**config.mk**
```make
export PLATFORM = sky130hd
export DESIGN_NAME = trajectory_predictor_flat
export DESIGN_NICKNAME = d
export VERILOG_FILES = /design/src/rtl/trajectory_predictor_if.sv /design/src/rtl/trajectory_predictor.sv /design/src/flat_wrapper.sv
export SDC_FILE = /design/constraint.sdc
export NUM_CORES = 1
export LEC_CHECK = 0
export CORE_AREA = 4 4 150 210
export DETAILED_ROUTE_END_ITERATION = 8
export DIE_AREA = 0 0 154 214
export PLACE_DENSITY = 0.44
export RECOVER_POWER = 100
export SLEW_MARGIN = 20
export SYNTH_ARGS = -nofsm -noshare
export SYNTH_HDL_FRONTEND = slang
export SYNTH_SLANG_ARGS = --single-unit
```
**constraint.sdc**
```tcl
create_clock -name i_clock -period 8.9 [get_ports i_clock]
set_clock_uncertainty 0.15 [all_clocks]
set_input_delay 2.225 -clock i_clock [delete_from_list [all_inputs] [get_ports i_clock]]
set_output_delay 2.225 -clock i_clock [all_outputs]
set_load 0.05 [all_outputs]
```
**src/rtl/trajectory_predictor_if.sv**
```systemverilog
// Ball-sample / prediction-result bundle between the trajectory engine and its neighbours.
// master drives samples and reads results; slave is the trajectory_predictor itself.
interface trajectory_predictor_if #(
    parameter int COORD_W = 10
);
    logic               vsync_start;
    logic [COORD_W-1:0] ball_x;
    logic [COORD_W-1:0] ball_y;
    logic               busy;
    logic               predicted_valid;
    logic [COORD_W-1:0] predicted_y;
    logic               target_right;
    logic               ball_move_up;
    logic [3:0]         bounces;
    logic               timeout;

    modport master (
        output vsync_start, ball_x, ball_y,
        input  busy, predicted_valid, predicted_y, target_right, ball_move_up, bounces, timeout
    );

    modport slave (
        input  vsync_start, ball_x, ball_y,
        output busy, predicted_valid, predicted_y, target_right, ball_move_up, bounces, timeout
    );
endinterface

```
**src/rtl/trajectory_predictor.sv**
```systemverilog
// Per-frame ball trajectory engine: derives velocity from two vsync samples, then steps one frame
// per clock with wall reflections until the ball reaches a paddle column, reporting the intercept y.
module trajectory_predictor #(
    parameter int COORD_W   = 10,
    parameter int V_ACTIVE  = 480,
    parameter int BALL_SIZE = 8,
    parameter int LEFT_X    = 16,
    parameter int RIGHT_X   = 624,
    parameter int MAX_SPEED = 32,
    parameter int MAX_STEPS = 1023
) (
    input logic                   i_clock,
    input logic                   i_reset_n,
    trajectory_predictor_if.slave bus
);
    localparam int W      = COORD_W + 2;
    localparam int STEP_W = $clog2(MAX_STEPS + 1);

    localparam logic signed [W-1:0] ZERO    = '0;
    localparam logic signed [W-1:0] SPEED   = W'(MAX_SPEED);
    localparam logic signed [W-1:0] Y_MAX   = W'(V_ACTIVE - BALL_SIZE);
    localparam logic signed [W-1:0] X_LEFT  = W'(LEFT_X);
    localparam logic signed [W-1:0] X_RIGHT = W'(RIGHT_X - BALL_SIZE);
    localparam logic [STEP_W-1:0]   LAST    = STEP_W'(MAX_STEPS - 1);
    localparam logic [COORD_W-1:0]  Y_MID   = COORD_W'(V_ACTIVE / 2);

    typedef enum logic [1:0] {IDLE, LOAD, STEP} state_t;

    state_t state, state_next;

    logic [COORD_W-1:0] prev_x, prev_y, cur_x, cur_y;
    logic               sample_valid;

    logic signed [W-1:0] x, y, dx, dy;
    logic [STEP_W-1:0]   steps;
    logic [3:0]          bounce_cnt;

    logic signed [W-1:0] in_dx, in_dy, x_next, y_step, y_next, dy_next;
    logic                delta_ok, start_run, wall_hit, target_hit, last_step;
    logic [3:0]          bounce_next;

    logic               pred_valid, pred_right, pred_up, pred_timeout;
    logic [COORD_W-1:0] pred_y;
    logic [3:0]         pred_bounces;

    function automatic logic signed [W-1:0] ext(input logic [COORD_W-1:0] v);
        return signed'({2'b00, v});
    endfunction

    // Velocity the incoming sample would produce; large jumps are respawns, not motion.
    assign in_dx     = ext(bus.ball_x) - ext(cur_x);
    assign in_dy     = ext(bus.ball_y) - ext(cur_y);
    assign delta_ok  = (in_dx != ZERO) && (in_dx <= SPEED) && (in_dx >= -SPEED)
                       && (in_dy <= SPEED) && (in_dy >= -SPEED);
    assign start_run = bus.vsync_start && sample_valid && delta_ok;
    assign last_step = (steps == LAST);

    always_comb begin
        // NOTE: every output of this block gets a default first, so no path can infer a latch.
        x_next   = x + dx;
        y_step   = y + dy;
        y_next   = y_step;
        dy_next  = dy;
        wall_hit = 1'b0;
        if (y_step < ZERO) begin
            y_next   = -y_step;
            dy_next  = -dy;
            wall_hit = 1'b1;
        end else if (y_step > Y_MAX) begin
            y_next   = Y_MAX + Y_MAX - y_step;
            dy_next  = -dy;
            wall_hit = 1'b1;
        end
        target_hit  = (dx < ZERO) ? (x_next <= X_LEFT) : (x_next >= X_RIGHT);
        bounce_next = (wall_hit && bounce_cnt != 4'hF) ? bounce_cnt + 4'd1 : bounce_cnt;
    end

    always_ff @(posedge i_clock) begin
        // NOTE: sequential state is written only with non-blocking assignments.
        if (!i_reset_n) state <= IDLE;
        else            state <= state_next;
    end

    // A new vsync always restarts: it either launches a fresh LOAD or abandons the run.
    always_comb begin
        state_next = state;
        if (bus.vsync_start) begin
            state_next = start_run ? LOAD : IDLE;
        end else begin
            case (state)
                IDLE:    state_next = IDLE;
                LOAD:    state_next = STEP;
                STEP:    if (target_hit || last_step) state_next = IDLE;
                default: state_next = IDLE;
            endcase
        end
    end

    always_comb begin
        bus.busy = (state != IDLE);
    end

    // NOTE: the stepping registers are fully loaded in LOAD before any use, so they carry no reset.
    always_ff @(posedge i_clock) begin
        if (state == LOAD) begin
            x          <= ext(cur_x);
            y          <= ext(cur_y);
            dx         <= ext(cur_x) - ext(prev_x);
            dy         <= ext(cur_y) - ext(prev_y);
            steps      <= '0;
            bounce_cnt <= '0;
        end else if (state == STEP) begin
            x          <= x_next;
            y          <= y_next;
            dy         <= dy_next;
            steps      <= steps + 1'b1;
            bounce_cnt <= bounce_next;
        end
    end

    always_ff @(posedge i_clock) begin
        if (!i_reset_n) begin
            prev_x       <= '0;
            prev_y       <= '0;
            cur_x        <= '0;
            cur_y        <= '0;
            sample_valid <= 1'b0;
            pred_valid   <= 1'b0;
            pred_y       <= Y_MID;
            pred_right   <= 1'b0;
            pred_up      <= 1'b0;
            pred_bounces <= '0;
            pred_timeout <= 1'b0;
        end else if (bus.vsync_start) begin
            prev_x       <= cur_x;
            prev_y       <= cur_y;
            cur_x        <= bus.ball_x;
            cur_y        <= bus.ball_y;
            sample_valid <= 1'b1;
            if (sample_valid && (!delta_ok || ((in_dx > ZERO) != pred_right)))
                pred_valid <= 1'b0;
        end else if (state == STEP) begin
            if (target_hit) begin
                pred_y       <= y_next[COORD_W-1:0];
                pred_right   <= (dx > ZERO);
                pred_up      <= (dy_next < ZERO);
                pred_bounces <= bounce_next;
                pred_valid   <= 1'b1;
                pred_timeout <= 1'b0;
            end else if (last_step) begin
                pred_timeout <= 1'b1;
                pred_valid   <= 1'b0;
            end
        end
    end

    assign bus.predicted_valid = pred_valid;
    assign bus.predicted_y     = pred_y;
    assign bus.target_right    = pred_right;
    assign bus.ball_move_up    = pred_up;
    assign bus.bounces         = pred_bounces;
    assign bus.timeout         = pred_timeout;
endmodule
```
**src/flat_wrapper.sv**
```systemverilog
// flat-port wrapper written by rule: the top's interface ports become plain ports
module trajectory_predictor_flat 
#(
    parameter int COORD_W   = 10,
    parameter int V_ACTIVE  = 480,
    parameter int BALL_SIZE = 8,
    parameter int LEFT_X    = 16,
    parameter int RIGHT_X   = 624,
    parameter int MAX_SPEED = 32,
    parameter int MAX_STEPS = 1023
)
  (i_clock, i_reset_n, bus_vsync_start, bus_ball_x, bus_ball_y, bus_busy, bus_predicted_valid, bus_predicted_y, bus_target_right, bus_ball_move_up, bus_bounces, bus_timeout);
  trajectory_predictor_if #(.COORD_W(COORD_W)) bus_i ();
  input logic i_clock;
  input logic i_reset_n;
  input wire logic [$bits(bus_i.vsync_start)-1:0] bus_vsync_start;
  input wire logic [$bits(bus_i.ball_x)-1:0] bus_ball_x;
  input wire logic [$bits(bus_i.ball_y)-1:0] bus_ball_y;
  output wire logic [$bits(bus_i.busy)-1:0] bus_busy;
  output wire logic [$bits(bus_i.predicted_valid)-1:0] bus_predicted_valid;
  output wire logic [$bits(bus_i.predicted_y)-1:0] bus_predicted_y;
  output wire logic [$bits(bus_i.target_right)-1:0] bus_target_right;
  output wire logic [$bits(bus_i.ball_move_up)-1:0] bus_ball_move_up;
  output wire logic [$bits(bus_i.bounces)-1:0] bus_bounces;
  output wire logic [$bits(bus_i.timeout)-1:0] bus_timeout;
  assign bus_i.vsync_start = bus_vsync_start;
  assign bus_i.ball_x = bus_ball_x;
  assign bus_i.ball_y = bus_ball_y;
  assign bus_busy = bus_i.busy;
  assign bus_predicted_valid = bus_i.predicted_valid;
  assign bus_predicted_y = bus_i.predicted_y;
  assign bus_target_right = bus_i.target_right;
  assign bus_ball_move_up = bus_i.ball_move_up;
  assign bus_bounces = bus_i.bounces;
  assign bus_timeout = bus_i.timeout;
  trajectory_predictor #(.COORD_W(COORD_W), .V_ACTIVE(V_ACTIVE), .BALL_SIZE(BALL_SIZE), .LEFT_X(LEFT_X), .RIGHT_X(RIGHT_X), .MAX_SPEED(MAX_SPEED), .MAX_STEPS(MAX_STEPS)) u_core (.i_clock(i_clock), .i_reset_n(i_reset_n), .bus(bus_i));
endmodule
```
==> out/qor.yml <==
run_status:
  status: "finished with violations"
  violations: "max-capacitance violations, max-slew violations"
routing:
  dr.pass1.iters: 5
  wl_mm: 22.90
  vias: 6807
  viasPerCell: 4.897
  final_antenna_net_count: 0
  drc: 0
  drt_iter0_markers: 236
  wire_per_inst_um: 16.48
synth:
  synth-simple-area-share: 0.1806
  async_flop_share: 0
  yosys_register_bits: 122
  synth_cell_types: 89
  synth_top_family_by_area: "compound AO/OA/AOI/OAI gates"
  ys_seq_area_frac: 0.3391
  synth-xor-area-share: 0.06499
  synth_edf_count: 43
  synth_flop_cell: "dfxtp_1"
  syn-cell-area_um2: 8471
  synth_nets: 1056
  ys.warnings.count: 0
  postSynthAreaPerCell_um2: 8.851
  synth_compound_area_frac: 0.1806
  synthAdderAreaFrac: 0.1176
  postSynthCellCount: 957
  synth_mux_area_frac: 0.06750
cts:
  cts_buffers: 17
  clkLatencyLatePin_ns: 0.42
  cts.sinks: 122
  path_clk_slew_ns: 0.06
  post-cts-setup-buffer-count: 0
  tritoncts: "done"
  cts-resized-gates: 0
  htreeDepth: 4
  cts_hold_buf: 0
  ctsRootBufferMaster: "clkbuf_16"
  cts_buffer_depth: 2
timing:
  hold_violations: 0
  drv_slew: 116
  rsz0062_at_grt: "no"
  tns_ns: 0
  setup_viol: 0
  relSlewSlack: -1.058
  fmax_mhz: 189.7
  tightest_slew_ns: 3.087
  period_share: 0.5924
  min_period_ns: 5.273
layout:
  final_common_cell: "nor2_1"
  nets: 1091
  multiInputGateArea_um2: 5165
  antenna-diode-count: 0
  area_delta_synth_final_pct: 16.31
  fin_util: 0.3312
  mostFrequentLayoutCells: "112 x nor2_1, 79 x dfxtp_1, 73 x inv_1, 70 x ha_1, 68 x nand2_1"
  seqCellArea_um2: 2873
  fillers: 3108
  drive_gt1_frac: 0.07065
global_routing:
  grt_usage: 0.1408
  grt_max_degree: 66
  antenna_found_initial: 0
  grt_overflow_total: 0
  grt_first_pass_wirelength_mm: 37.23
  grt_pass1_vias: 6981
power_and_ir_drop:
  power_w: 0.001505
  p_leak_nw: 3.907
  powerDensity_nw_per_um2: 152.8
  ir_worst_vdd_mv: 0.1160
die:
  num_rows: 75
  die_x_um: 154
  start_util: 0.2848
  fp.dieArea_um2: 32960
  die_h_um: 214
  io-pin-count: 42
  fp.coreArea_um2: 29750
placed_design:
  gp_congestion: 0.7901
  hpwlAfterDp_mm: 17.66
  numPortBuffers: 41
setup_path:
  cp.required_ns: 9.03
  critPathKind: "input pin to flop"
  end_kind: "flop"
  critPathArrivalTime_ns: 5.40
  crit_fanout: 49
  critPathLaunchType: "input pin"
job:
  max_cap_violations: 2
worst_hold_path:
  hp-class: "flop to flop"
## power by group
group / switching, W / internal (W)
clock: 0.000268 / 0.000444
combinational: 0.000107 / 0.0000859
sequential: 0.0000124 / 0.000588
total: 0.000387 / 0.00112
## flip-flops by register name (all words and copies together), names as in the netlist, 10 cells and up
register	flops
u_core.dx	11
u_core.y	12
u_core.dy	12
u_core.bus.predicted_y	10
u_core.cur_x	10
u_core.cur_y	10
u_core.steps	10
u_core.x	12
u_core.prev_y	10
u_core.prev_x	10
## logic make-up (layout without fill, tap and decap cells)
| group | after synthesis | after routing |
|---|---|---|
| simple gates | 312 | 312 |
| compound gates | 224 | 224 |
| flops | 122 | 122 |
| buf+inv | 105 | 153 |
| fa+ha+maj | 76 | 76 |
| xor+xnor | 62 | 62 |
| mux | 56 | 56 |
## area by class of cell
class	instances	area share
multi-input combinational	730	0.5243
inverter	74	0.02819
clock buffer	22	0.05245
sequential	122	0.2916
timing repair buffer	47	0.04458
tap	385	0.04890
clock inverter	10	0.01003
## per-layer routing
| metal | vias up | global-route usage | share of wire |
|---|---|---|---|
| li1 | 3500 | - | - |
| met1 | 3208 | 0.1643 | 0.43 |
| met2 | 75 | 0.2598 | 0.53 |
| met3 | 24 | 0.02486 | 0.022 |
| met4 | 0 | 0.04183 | 0.016 |
| met5 | - | 0 | 0 |
## synth_stat cells (4+ instances only)
cell | number | area share
inv_1 | 73 | 0.032
o31a_1 | 5 | 0.0052
dfxtp_1 | 79 | 0.19
o21ai_0 | 51 | 0.030
and3_1 | 8 | 0.0059
o21bai_1 | 5 | 0.0044
edfxtp_1 | 43 | 0.15
a211oi_1 | 7 | 0.0062
or2_2 | 6 | 0.0044
o311ai_0 | 4 | 0.0041
a21oi_1 | 50 | 0.030
nand2b_1 | 7 | 0.0052
and2_1 | 4 | 0.0030
mux2i_1 | 50 | 0.059
buf_1 | 7 | 0.0031
nor4_1 | 9 | 0.0066
nor3_1 | 22 | 0.013
a21boi_0 | 7 | 0.0062
nand3_1 | 22 | 0.013
a31o_2 | 4 | 0.0041
mux2_2 | 5 | 0.0066
a21o_1 | 10 | 0.0089
or3_1 | 7 | 0.0052
a31oi_1 | 10 | 0.0074
nand3b_1 | 4 | 0.0035
xnor2_1 | 30 | 0.031
fa_1 | 6 | 0.014
buf_2 | 5 | 0.0030
ha_1 | 70 | 0.10
nand4_1 | 4 | 0.0030
nand2_1 | 68 | 0.030
o21ai_1 | 9 | 0.0053
o211ai_1 | 6 | 0.0053
nor2_1 | 112 | 0.050
nor2b_1 | 15 | 0.011
o31ai_1 | 5 | 0.0044
clkbuf_1 | 16 | 0.0071
xor2_1 | 31 | 0.032
## worst max-delay path, cell delays in order
cell and delay, ns:
dlygate4sd3_1 0.79, clkinv_1 0.21, clkbuf_1 1.73, nor2_1 0.19
o2bb2ai_1 0.22
## per-stage QoR
stage	instances	instance area [um^2]	hold slack (ns)	setup slack (ns)
4_1_cts	1390	9879	0.3228	4.021
3_5_place_dp	1358	9264	0.3108	3.576
6_report	1390	9852	0.3160	3.627
2_1_floorplan	957	8471	0.3015	4.417
5_1_grt	1390	9852	0.3558	3.365
3_3_place_gp	1358	9264	0.3046	3.673
## path summary, 6_finish.rpt
kind / slack, ns / endpoint / startpoint / depth (start not counted)
worst min-delay path: 0.32 / u_core.bus.predicted_y[6] / u_core.bus.predicted_y[6] / 2
worst max-delay path: 3.63 / u_core.bus.bounces[3] / i_reset_n / 5
worst max register to register: 4.43 / u_core.y[1] / u_core.dy[2] / 10
worst min register to register: 0.32 / u_core.bus.predicted_y[6] / u_core.bus.predicted_y[6] / 2
(Power assumes the default switching activity.)
